<file path="config.mk">
export PLATFORM = sky130hd
export DESIGN_NAME = frame_scheduler
export DESIGN_NICKNAME = d
export VERILOG_FILES = /design/src/rtl/maze_timing_pkg.sv /design/src/rtl/tick_gen.sv /design/src/rtl/frame_scheduler.sv
export SDC_FILE = /design/constraint.sdc
export NUM_CORES = 1
export LEC_CHECK = 0
export CAP_MARGIN = 10
export CORE_MARGIN = 4
export CORE_UTILIZATION = 29
export DETAILED_ROUTE_END_ITERATION = 12
export PLACE_DENSITY = 0.59
export SLEW_MARGIN = 30
export SYNTH_ARGS = -nofsm -noshare
export SYNTH_HDL_FRONTEND = slang
export SYNTH_HIERARCHICAL = 1
export SYNTH_SLANG_ARGS = --single-unit
</file>
<file path="constraint.sdc">
create_clock -name clkin -period 3 [get_ports clkin]
set_input_delay 0.45 -clock clkin [delete_from_list [all_inputs] [get_ports clkin]]
set_output_delay 0.45 -clock clkin [all_outputs]
set_load 0.01 [all_outputs]
</file>
<file path="src/rtl/maze_timing_pkg.sv">
// Shared timing constants and FSM encoding for the raycast maze frame pipeline.
package maze_timing_pkg;

    localparam int unsigned SYS_CLK_HZ = 50000000;
    localparam int unsigned FRAME_HZ   = 30;
    // Rounded to nearest: 50 MHz / 30 Hz = 1666666.67 -> 1666667.
    localparam int unsigned DEFAULT_TICK_CYCLES = (SYS_CLK_HZ + FRAME_HZ / 2) / FRAME_HZ;

    typedef logic [1:0] state_t;

    localparam state_t ST_IDLE   = 2'd0;
    localparam state_t ST_UPDATE = 2'd1;
    localparam state_t ST_RENDER = 2'd2;
    localparam state_t ST_SWAP   = 2'd3;

endpackage

</file>
<file path="src/rtl/tick_gen.sv">
// Clock-enable frame tick generator: down-counter with reload and a registered one-cycle tick.
module tick_gen
    import maze_timing_pkg::*;
#(
    parameter int unsigned TICK_CYCLES = DEFAULT_TICK_CYCLES,
    parameter int unsigned CNT_W       = 21
) (
    input  logic clkin,
    input  logic resetn,
    input  logic enable,
    output logic tick
);

    localparam logic [CNT_W-1:0] RELOAD = CNT_W'(TICK_CYCLES - 1);

    logic [CNT_W-1:0] count_q;
    logic             tick_q;

    always_ff @(posedge clkin) begin
        if (!resetn) begin
            count_q <= RELOAD;
            tick_q  <= 1'b0;
        end else begin
            tick_q <= 1'b0;
            if (enable) begin
                if (count_q == '0) begin
                    count_q <= RELOAD;
                    tick_q  <= 1'b1;
                end else begin
                    count_q <= count_q - 1'b1;
                end
            end
        end
    end

    assign tick = tick_q;

endmodule

</file>
<file path="src/rtl/frame_scheduler.sv">
// Frame-rate controller: sequences update, render and buffer swap per tick, queuing one late tick.
module frame_scheduler
    import maze_timing_pkg::*;
#(
    parameter int unsigned TICK_CYCLES = DEFAULT_TICK_CYCLES,
    parameter int unsigned CNT_W       = 21,
    parameter int unsigned FRAME_W     = 16,
    parameter int unsigned OVR_W       = 8
) (
    input  logic               clkin,
    input  logic               resetn,
    input  logic               enable,
    input  logic               update_done,
    input  logic               render_done,
    output logic               tick,
    output logic               update_start,
    output logic               render_start,
    output logic               swap,
    output logic               busy,
    output logic [FRAME_W-1:0] frame_count,
    output logic [OVR_W-1:0]   overrun_count
);

    state_t             state_q, state_d;
    logic               pending_q;
    logic               update_start_q, render_start_q, swap_q, busy_q;
    logic [FRAME_W-1:0] frame_q;
    logic [OVR_W-1:0]   overrun_q;

    tick_gen #(
        .TICK_CYCLES(TICK_CYCLES),
        .CNT_W      (CNT_W)
    ) u_tick_gen (
        .clkin (clkin),
        .resetn(resetn),
        .enable(enable),
        .tick  (tick)
    );

    always_comb begin
        state_d = state_q;
        case (state_q)
            ST_IDLE:   if (tick || pending_q) state_d = ST_UPDATE;
            ST_UPDATE: if (update_done)       state_d = ST_RENDER;
            ST_RENDER: if (render_done)       state_d = ST_SWAP;
            default:                          state_d = ST_IDLE;
        endcase
    end

    always_ff @(posedge clkin) begin
        if (!resetn) begin
            state_q        <= ST_IDLE;
            pending_q      <= 1'b0;
            update_start_q <= 1'b0;
            render_start_q <= 1'b0;
            swap_q         <= 1'b0;
            busy_q         <= 1'b0;
            frame_q        <= '0;
            overrun_q      <= '0;
        end else begin
            state_q        <= state_d;
            update_start_q <= (state_q == ST_IDLE)   && (state_d == ST_UPDATE);
            render_start_q <= (state_q == ST_UPDATE) && (state_d == ST_RENDER);
            swap_q         <= (state_q == ST_RENDER) && (state_d == ST_SWAP);
            busy_q         <= (state_d != ST_IDLE);
            if (state_q == ST_SWAP) begin
                frame_q <= frame_q + 1'b1;
            end
            // IDLE always consumes the queued tick; busy states queue one, then count drops.
            if (state_q == ST_IDLE) begin
                pending_q <= 1'b0;
            end else if (tick) begin
                if (!pending_q) begin
                    pending_q <= 1'b1;
                end else if (overrun_q != '1) begin
                    overrun_q <= overrun_q + 1'b1;
                end
            end
        end
    end

    assign update_start  = update_start_q;
    assign render_start  = render_start_q;
    assign swap          = swap_q;
    assign busy          = busy_q;
    assign frame_count   = frame_q;
    assign overrun_count = overrun_q;

endmodule

</file>
==> results of run 1 <==
-- flip-flops by register name (all words and copies together), names as in the netlist --
| signal | count |
|---|---|
| update_start | 1 |
| render_start | 1 |
| pending_q | 1 |
| busy | 1 |
| swap | 1 |
| u_tick_gen/tick | 1 |
| overrun_count | 8 |
| state_q | 2 |
| frame_count | 16 |
| u_tick_gen/count_q | 21 |
-- metal layers --
| metal | part of all wire | wire length (um) | GRT usage | vias to the layer above |
|---|---|---|---|---|
| li1 | - | - | - | 1044 |
| met2 | 0.48 | 2390 | 0.173 | 44 |
| met1 | 0.47 | 2320 | 0.137 | 952 |
| met5 | 0 | 0 | 0 | - |
| met3 | 0.051 | 256 | 0.0318 | 2 |
| met4 | 0.0022 | 11 | 0.0158 | 0 |
-- cell type report --
type / count / area, sq um / share of cell area
Multi-Input combinational cell: 204 / 1280 / 0.435
Sequential cell: 53 / 1060 / 0.361
Clock inverter: 3 / 25.0 / 0.00851
Timing Repair Buffer: 36 / 353 / 0.120
Tap cell: 102 / 128 / 0.0434
Clock buffer: 5 / 68.8 / 0.0234
Inverter: 7 / 26.3 / 0.00893
-- worst reg2reg max path: stages, from the launching register on --
cell and delay (ns):
dfxtp_1 0.38, nor4_2 0.57, nand4_1 0.29, o21ai_2 0.45, nor2_1 0.10
-- layout by cell type, fill, tap and decap left out, types with 3 or more instances in the layout --
master,count
nor2b_1,3
nor3_1,14
clkdlybuf4s50_1,33
nor4_1,6
nand3_1,13
dfxtp_1,53
nand4_1,12
ha_1,4
o21ai_0,8
o31ai_1,4
a21oi_1,11
xor2_1,15
inv_1,6
nand2_1,25
or3_2,3
or4_1,5
buf_4,3
clkbuf_8,5
nor2_1,29
xnor2_1,14
or3_1,6
-- path summary, 6_finish.rpt --
check | from | end | slack, ns | cells past startpoint
max reg2reg | u_tick_gen/count_q[4]$_SDFFE_PN0P_ | u_tick_gen/count_q[4]$_SDFFE_PN0P_ | 1.09 | 4
min | frame_count[15]$_SDFFE_PN0N_ | frame_count[15]$_SDFFE_PN0N_ | 0.48 | 2
max | enable | u_tick_gen/count_q[4]$_SDFFE_PN0P_ | 1.03 | 6
min reg2reg | frame_count[15]$_SDFFE_PN0N_ | frame_count[15]$_SDFFE_PN0N_ | 0.48 | 2
-- report_power, final --
group	switching (W)	leakage, nW	internal [W]	total [W]
Sequential	0.00000821	0.428	0.000710	0.000719
Clock	0.000245	0.0452	0.000171	0.000415
Combinational	0.0000268	0.464	0.0000204	0.0000472
-- cells by family (layout without fill, tap and decap cells) --
kind of cell / after synthesis / after routing / synth area share
and+or+nand+nor: 135 / 135 / 0.312
DFF: 53 / 53 / 0.444
AOI/OAI and AO/OA: 35 / 35 / 0.0921
xor gates and xnor gates: 29 / 29 / 0.106
buffers and inverters: 13 / 51 / 0.0209
adders and majority gates: 4 / 4 / 0.0209
muxes: 1 / 1 / 0.00419
-- stage by stage --
stage | instances | hold WS, ns | cell area [sq um] | setup WS, ns | utilization
2_1_floorplan | 270 | 0.470 | 2390 | 1.24 | -
3_3_place_gp | 402 | 0.463 | 2850 | 0.750 | 0.361
3_5_place_dp | 402 | 0.475 | 2850 | 0.730 | 0.361
4_1_cts | 410 | 0.491 | 2940 | 1.05 | 0.373
5_1_grt | 410 | 0.533 | 2940 | 0.829 | 0.373
6_report | 410 | 0.484 | 2940 | 1.03 | 0.373
==> results_dict.tcl, run 1 <==
set metrics [dict create \
    n_antenna_cell 0 \
    ys_top_cells_by_count "dfxtp_1, nor2_1, nand2_1, xor2_1" \
    synth.distinct_cells 49 \
    die_w_um 98.8 \
    die_y_um 98.8 \
    post_cts_resized 0 \
    root_buffer "clkbuf_8" \
    arrival_ns 2.15 \
    max_stage_delay_ns 0.59 \
    tritoncts "done" \
    yosys-top-cells-area "dfxtp_1, xor2_1, xnor2_1" \
    routed_wl_um 4980 \
    groute.usage.overall 0.104 \
    post-cts-setup-buffers 0 \
    crit_required_ns 3.18 \
    ys_seq_area_frac 0.444 \
    die_area_sq_um 9760 \
    hold_viol 0 \
    overflow 0 \
    hpwl_um 3670 \
    ctsHtreeMaxLevel 2 \
    maxSlewHeadroom 0.617 \
    cp_max_fo 9 \
    wl_per_cell_um 12.1 \
    nets 316 \
    period_needed_ns 1.97 \
    tns_ns 0 \
    antenna_found_initial 0 \
    nFillCells 821 \
    gp_congestion 0.743 \
    viasPerCell 4.98 \
    status "finished clean" \
    synth_top_area_frac 0.444 \
    worst-path-buf-inv 2 \
    grt_pass1_vias 1896 \
    start_kind "input pin" \
    worst_setup_path_end_kind "flop" \
    syn_inst 270 \
    hold_path.class "flop to flop" \
    fin_crit_sh 0.658 \
    worst_pin_slew_ns 0.570 \
    synth_nets 279 \
    synth-seq-cells 53 \
    grt_max_degree 27 \
    synth-edff-count 0 \
    cts_hold_buf 0 \
    dr.first_iter.drc_count 63 \
    pwr_density_cell_nw_per_um2 401 \
    cts_buffers 5 \
    cp_top_family "buffers and inverters" \
    yosysTopAreaCell "dfxtp_1" \
    irDropWorstVdd_mv 0.254 \
    critPathKind "input pin to flop" \
    rows 32 \
    leakage_nw 0.938 \
    yosysMostFrequentCell "dfxtp_1" \
    synthFlopType "dfxtp_1" \
    async_flop_share 0 \
    layout-drive-gt1-share 0.0812 \
    setup_viol 0 \
    maxCapViolCount 0 \
    ant_nets 0 \
    power.total_w 0.00118 \
    avgSynthCellArea_sq_um 8.86 \
    syn-cell-area_sq_um 2390 \
    maxSlewViolCount 0 \
    core_sq_um 7890 \
    clock.fmax_mhz 507 \
    cpMaxStageDelayCell "clkdlybuf4s50_1" \
    io_pins 34 \
    drcViolationCount 0 \
    cts.clk_slew.worst_paths_ns 0.10 \
    start_util 0.303 \
    insertion_delay_ns 0.30 \
    crit_chain "clkdlybuf4s50_1 -> nor3b_1 -> buf_4 -> nand4_1 -> o21ai_2 -> nor2_1" \
    area_delta_synth_final_pct 23.0 \
    firstDrtPassIters 4 \
    fin_skew_ns 0.00832 \
    rsz0062_at_grt "no" \
    vias 2042 \
    grt_pass1_wl_um 8650 \
    cts.path.max_buffers 2 \
    port_buffers 33 \
    cts_num_sinks 53 \
    synth_warnings 6 \
]
(Power assumes the default switching activity.)
==> run 2, diff against run 1 <==
- PLACE_DENSITY: 0.59 -> 0.61
- clock period: 3 -> 1.79 ns (I/O delays scaled with it)
==> results_dict.tcl, run 2 (synthesis results as in run 1) <==
set metrics [dict create \
    status "finished clean" \
    io_pins 34 \
    port_buffers 33 \
    critPathKind "flop to flop" \
    fin_crit_sh 0.988 \
    cts.path.max_buffers 2 \
    irDropWorstVdd_mv 0.288 \
    cts_buffers 5 \
    start_util 0.303 \
    setup_viol 0 \
    start_kind "flop" \
    hold_path.class "input pin to flop" \
    setup_slack_ns 0.0207 \
    design_area_sq_um 3160 \
    maxSlewViolCount 0 \
    n_antenna_cell 0 \
    holdCritStartpoint "enable" \
    die_area_sq_um 9760 \
    rr_startpoint "u_tick_gen/count_q[14]$_SDFFE_PN1P_" \
    hold_depth 3 \
    maxCapViolCount 0 \
    cts_hold_buf 0 \
    layout-drive-gt1-share 0.169 \
    crit_required_ns 2.04 \
    ctsHtreeMaxLevel 2 \
    hold_viol 0 \
    place_ws_ns -0.196 \
    overflow 0 \
    cts_num_sinks 53 \
    clock.fmax_mhz 565 \
    insertion_delay_ns 0.30 \
    area_delta_synth_final_pct 32.1 \
    core_sq_um 7890 \
    vias 2106 \
    largest_reg_flops 21 \
    hpwl_um 3960 \
    cp_max_fo 3 \
    drcViolationCount 0 \
    ff_latch_area_sq_um 1060 \
    gp_congestion 0.781 \
    regMostFlops "u_tick_gen/count_q" \
    worst_setup_path_end_kind "flop" \
    nFillCells 782 \
    rsz0062_at_grt "yes" \
    mostFrequentLayoutCell "dfxtp_1" \
    cp-startpoint "u_tick_gen/count_q[14]$_SDFFE_PN1P_" \
    multi_input_area_sq_um 1320 \
    grt_max_degree 18 \
    die_w_um 98.8 \
    grt_pass1_wl_um 8960 \
    die_y_um 98.8 \
    maxSlewHeadroom 0.699 \
    pwr_density_cell_nw_per_um2 626 \
    wl_per_cell_um 12.3 \
    leakage_nw 1.08 \
    grt_pass1_vias 1942 \
    dr.first_iter.drc_count 53 \
    cts.clk_slew.worst_paths_ns 0.10 \
    root_buffer "clkbuf_8" \
    antenna_found_initial 0 \
    rows 32 \
    tritoncts "done" \
    final_cell_mix "dfxtp_1, clkdlybuf4s50_1, nor2_1" \
    nets 340 \
    groute.usage.overall 0.109 \
    r2r_cells 4 \
    arrival_ns 2.02 \
    ant_nets 0 \
    period_needed_ns 1.77 \
    fin_skew_ns 0.0100 \
    viasPerCell 4.85 \
    firstDrtPassIters 4 \
    routed_wl_um 5330 \
    timing.reg2reg.setup_slack_ns 0.02 \
    worst_pin_slew_ns 0.447 \
    place_area_sq_um 3020 \
]
-- run 2: worst paths after layout --
path | endpoint
setup / recovery | u_tick_gen/count_q[18]$_SDFFE_PN0P_
hold / removal | u_tick_gen/count_q[0]$_SDFFE_PN0P_
setup reg to reg | u_tick_gen/count_q[18]$_SDFFE_PN0P_
hold reg to reg | frame_count[15]$_SDFFE_PN0N_
-- run 2: area by class of cell --
class,instances,share of cell area
clock buffers,5,0.0218
clock inverters,3,0.00674
inverters,7,0.00832
multi-input cells,204,0.416
flip-flops and latches,53,0.337
well taps,102,0.0404
repair buffers,60,0.170
-- run 2: metrics by stage --
stage	util	hold slack, ns	total power (W)	TNS, ns	instances
floorplan	-	0.389	0.00128	0	270
global placement	0.383	0.469	0.00132	-2.65	425
detailed placement	0.383	0.488	0.00132	-2.90	425
CTS	0.394	0.506	0.00201	0	433
global route	0.400	0.460	0.00208	-0.0512	434
finish	0.400	0.405	0.00198	0	434
-- run 2: worst max-delay path, stage by stage (launching register included) --
cell and delay, ns:
dfxtp_2 0.33, or4_4 0.55, or3_4 0.41, or3_4 0.34
a21oi_2 0.11
-- run 2: where the power goes --
group | leakage [nW] | switching (W) | total (W) | internal [W]
clock network | 0.0445 | 0.000398 | 0.000677 | 0.000278
registers | 0.428 | 0.0000155 | 0.00121 | 0.00119
logic | 0.603 | 0.0000504 | 0.0000957 | 0.0000453
total | 1.08 | 0.000464 | 0.00198 | 0.00151
-- run 2: metal layers --
metal / vias to the layer above / wire length, um / GRT usage
met5: - / 0 / 0
met4: 0 / 37 / 0.0252
met3: 5 / 235 / 0.0276
met2: 34 / 2480 / 0.182
met1: 971 / 2580 / 0.141
li1: 1096 / - / -
-- run 2: repair_timing --
item,4_1_cts,5_1_grt
buffers inserted,0,1
setup endpoints to repair,0,21
gates resized for setup,0,9
==> run 3, diff against run 2 <==
- CORE_MARGIN: 4 -> not set
- PLACE_DENSITY: 0.61 -> 0.6
- SKIP_LAST_GASP: not set -> 1
- SYNTH_HIERARCHICAL: 1 -> not set
==> results_dict.tcl, run 3 <==
set metrics [dict create \
    wl_per_cell_um 12.7 \
    cts.clk_slew.worst_paths_ns 0.10 \
    holdCritStartpoint "frame_count[15]$_SDFFE_PN0N_" \
    syn-cell-area_sq_um 2410 \
    start_util 0.305 \
    post_cts_resized 0 \
    top_usage_layer "met2" \
    groute.usage.overall 0.134 \
    hold_viol 0 \
    yosysTopAreaCell "dfxtp_1" \
    cts.path.max_buffers 2 \
    start_kind "flop" \
    grt_pass1_wl_um 9220 \
    ys_top_cells_by_count "dfxtp_1, nand2_1, nor2_1, xor2_1, nand3_1" \
    arrival_ns 1.91 \
    dr.first_iter.drc_count 95 \
    tritoncts "done" \
    vias 2129 \
    synthFlopType "dfxtp_1" \
    ctsHtreeMaxLevel 2 \
    irDropWorstVdd_mv 0.259 \
    cts_num_sinks 53 \
    holdPathEnd "frame_count[15]$_SDFFE_PN0N_" \
    n_antenna_cell 0 \
    gr-usage-met1 0.176 \
    cts_buffers 5 \
    regMostFlops "u_tick_gen.count_q" \
    synth-edff-count 0 \
    die_w_um 93.1 \
    worst_setup_path_end_kind "flop" \
    syn_inst 268 \
    maxSlewViolCount 0 \
    hpwl_um 3940 \
    r2r_cells 4 \
    rr_startpoint "u_tick_gen.count_q[4]$_SDFFE_PN0P_" \
    fin_skew_ns 0.00963 \
    rows 32 \
    layout-drive-gt1-share 0.148 \
    overflow 0 \
    setup_viol 0 \
    core_sq_um 7890 \
    timing.reg2reg.setup_slack_ns 0.07 \
    synth_nets 277 \
    cts_hold_buf 0 \
    grt_pass1_vias 1983 \
    ys_seq_area_frac 0.441 \
    routed_wl_um 5400 \
    hold_depth 2 \
    insertion_delay_ns 0.31 \
    root_buffer "clkbuf_8" \
    area_delta_synth_final_pct 30.8 \
    cp_max_fo 6 \
    grt_max_degree 17 \
    yosys-top-cells-area "dfxtp_1, xor2_1, nand2_1" \
    rsz0062_at_grt "yes" \
    critPathKind "flop to flop" \
    drcViolationCount 0 \
    antenna_found_initial 0 \
    clock.fmax_mhz 583 \
    ant_nets 0 \
    async_flop_share 0 \
    final_cell_mix "dfxtp_1, clkdlybuf4s50_1, nand2_1, buf_4, nor2_1" \
    gp_congestion 0.788 \
    fin_crit_sh 0.958 \
    yosysMostFrequentCell "dfxtp_1" \
    status "finished clean" \
    worst_pin_slew_ns 0.409 \
    die_y_um 93.1 \
    post-cts-setup-buffers 0 \
    die_area_sq_um 8660 \
    use_met3 0.0276 \
    viasPerCell 5.00 \
    crit_required_ns 1.98 \
    hold_path.class "flop to flop" \
    maxCapViolCount 0 \
    design_area_sq_um 3150 \
    fin_util 0.399 \
    leakage_nw 1.10 \
    place_area_sq_um 3020 \
    port_buffers 33 \
    io_pins 34 \
    power.total_w 0.00213 \
    nets 332 \
    period_needed_ns 1.72 \
    synth_warnings 0 \
    avgSynthCellArea_sq_um 8.98 \
    use_met2 0.218 \
    maxSlewHeadroom 0.725 \
    synth-seq-cells 53 \
    synth.distinct_cells 48 \
    firstDrtPassIters 4 \
    largest_reg_flops 21 \
    pwr_density_cell_nw_per_um2 676 \
    synth_top_area_frac 0.441 \
    regToRegEndpoint "u_tick_gen.count_q[9]$_SDFFE_PN1P_" \
    mostFrequentLayoutCell "dfxtp_1" \
]
==> run 3: cell types whose count changed after synthesis, moves of 4 or more <==
| cell | change |
|---|---|
| nor3_1 | -4 |
| xnor2_1 | -6 |
| or3_1 | -4 |
| mux2i_1 | +4 |
==> run 3: cells by family (layout without fill, tap and decap cells) <==
| family | Yosys count | after routing | synth area share |
|---|---|---|---|
| xor gates and xnor gates | 23 | 23 | 0.0837 |
| DFF | 53 | 53 | 0.441 |
| buffers and inverters | 19 | 75 | 0.0322 |
| and+or+nand+nor | 123 | 123 | 0.287 |
| adders and majority gates | 4 | 4 | 0.0208 |
| muxes | 5 | 5 | 0.0208 |
| AOI/OAI and AO/OA | 41 | 41 | 0.115 |
==> run 3: critical path, cell delays in order (launching register included) <==
cell	delay (ns)
dfxtp_1	0.40
or4_2	0.72
nor4_2	0.26
xnor2_1	0.15
nand2_1	0.07
==> run 3: cell type report <==
type | instances | area (sq um)
multi-input cells | 196 | 1290
repair buffers | 60 | 533
clock inverters | 2 | 38.8
clock buffers | 6 | 72.6
inverters | 7 | 26.3
flip-flops and latches | 53 | 1060
well taps | 102 | 128
fillers | 790 | 4740
==> run 3: where the power goes <==
part | internal (W) | switching [W]
Sequential | 0.00119 | 0.00000995
Combinational | 0.0000451 | 0.0000553
Clock | 0.000421 | 0.000411
==> run 3: through the flow <==
stage,std cells,hold slack (ns),TNS (ns),setup WS (ns)
finish,426,0.487,0,0.0746
global route,426,0.523,-0.00435,-0.00435
CTS,426,0.491,0,0.0409
floorplan,268,0.437,0,0.129
global placement,418,0.460,-1.57,-0.213
detailed placement,418,0.475,-1.45,-0.222
==> run 3: how the worst max path moves through the flow <==
stage,start,end,slack (ns)
2_1_floorplan,u_tick_gen.count_q[0]$_SDFFE_PN0P_,u_tick_gen.count_q[16]$_SDFFE_PN1P_,0.13
3_3_place_gp,enable,u_tick_gen.count_q[5]$_SDFFE_PN1P_,-0.21
3_5_place_dp,enable,u_tick_gen.count_q[9]$_SDFFE_PN1P_,-0.22
4_1_cts,u_tick_gen.count_q[1]$_SDFFE_PN1P_,u_tick_gen.count_q[16]$_SDFFE_PN1P_,0.04
5_1_grt,u_tick_gen.count_q[4]$_SDFFE_PN0P_,u_tick_gen.count_q[9]$_SDFFE_PN1P_,-0.004
6_report,u_tick_gen.count_q[4]$_SDFFE_PN0P_,u_tick_gen.count_q[9]$_SDFFE_PN1P_,0.07
==> run 3: routing by layer <==
layer | share of wire | vias up
li1 | - | 1078
met2 | 0.47 | 37
met1 | 0.49 | 1007
met5 | 0 | -
met4 | 0.011 | 0
met3 | 0.033 | 7
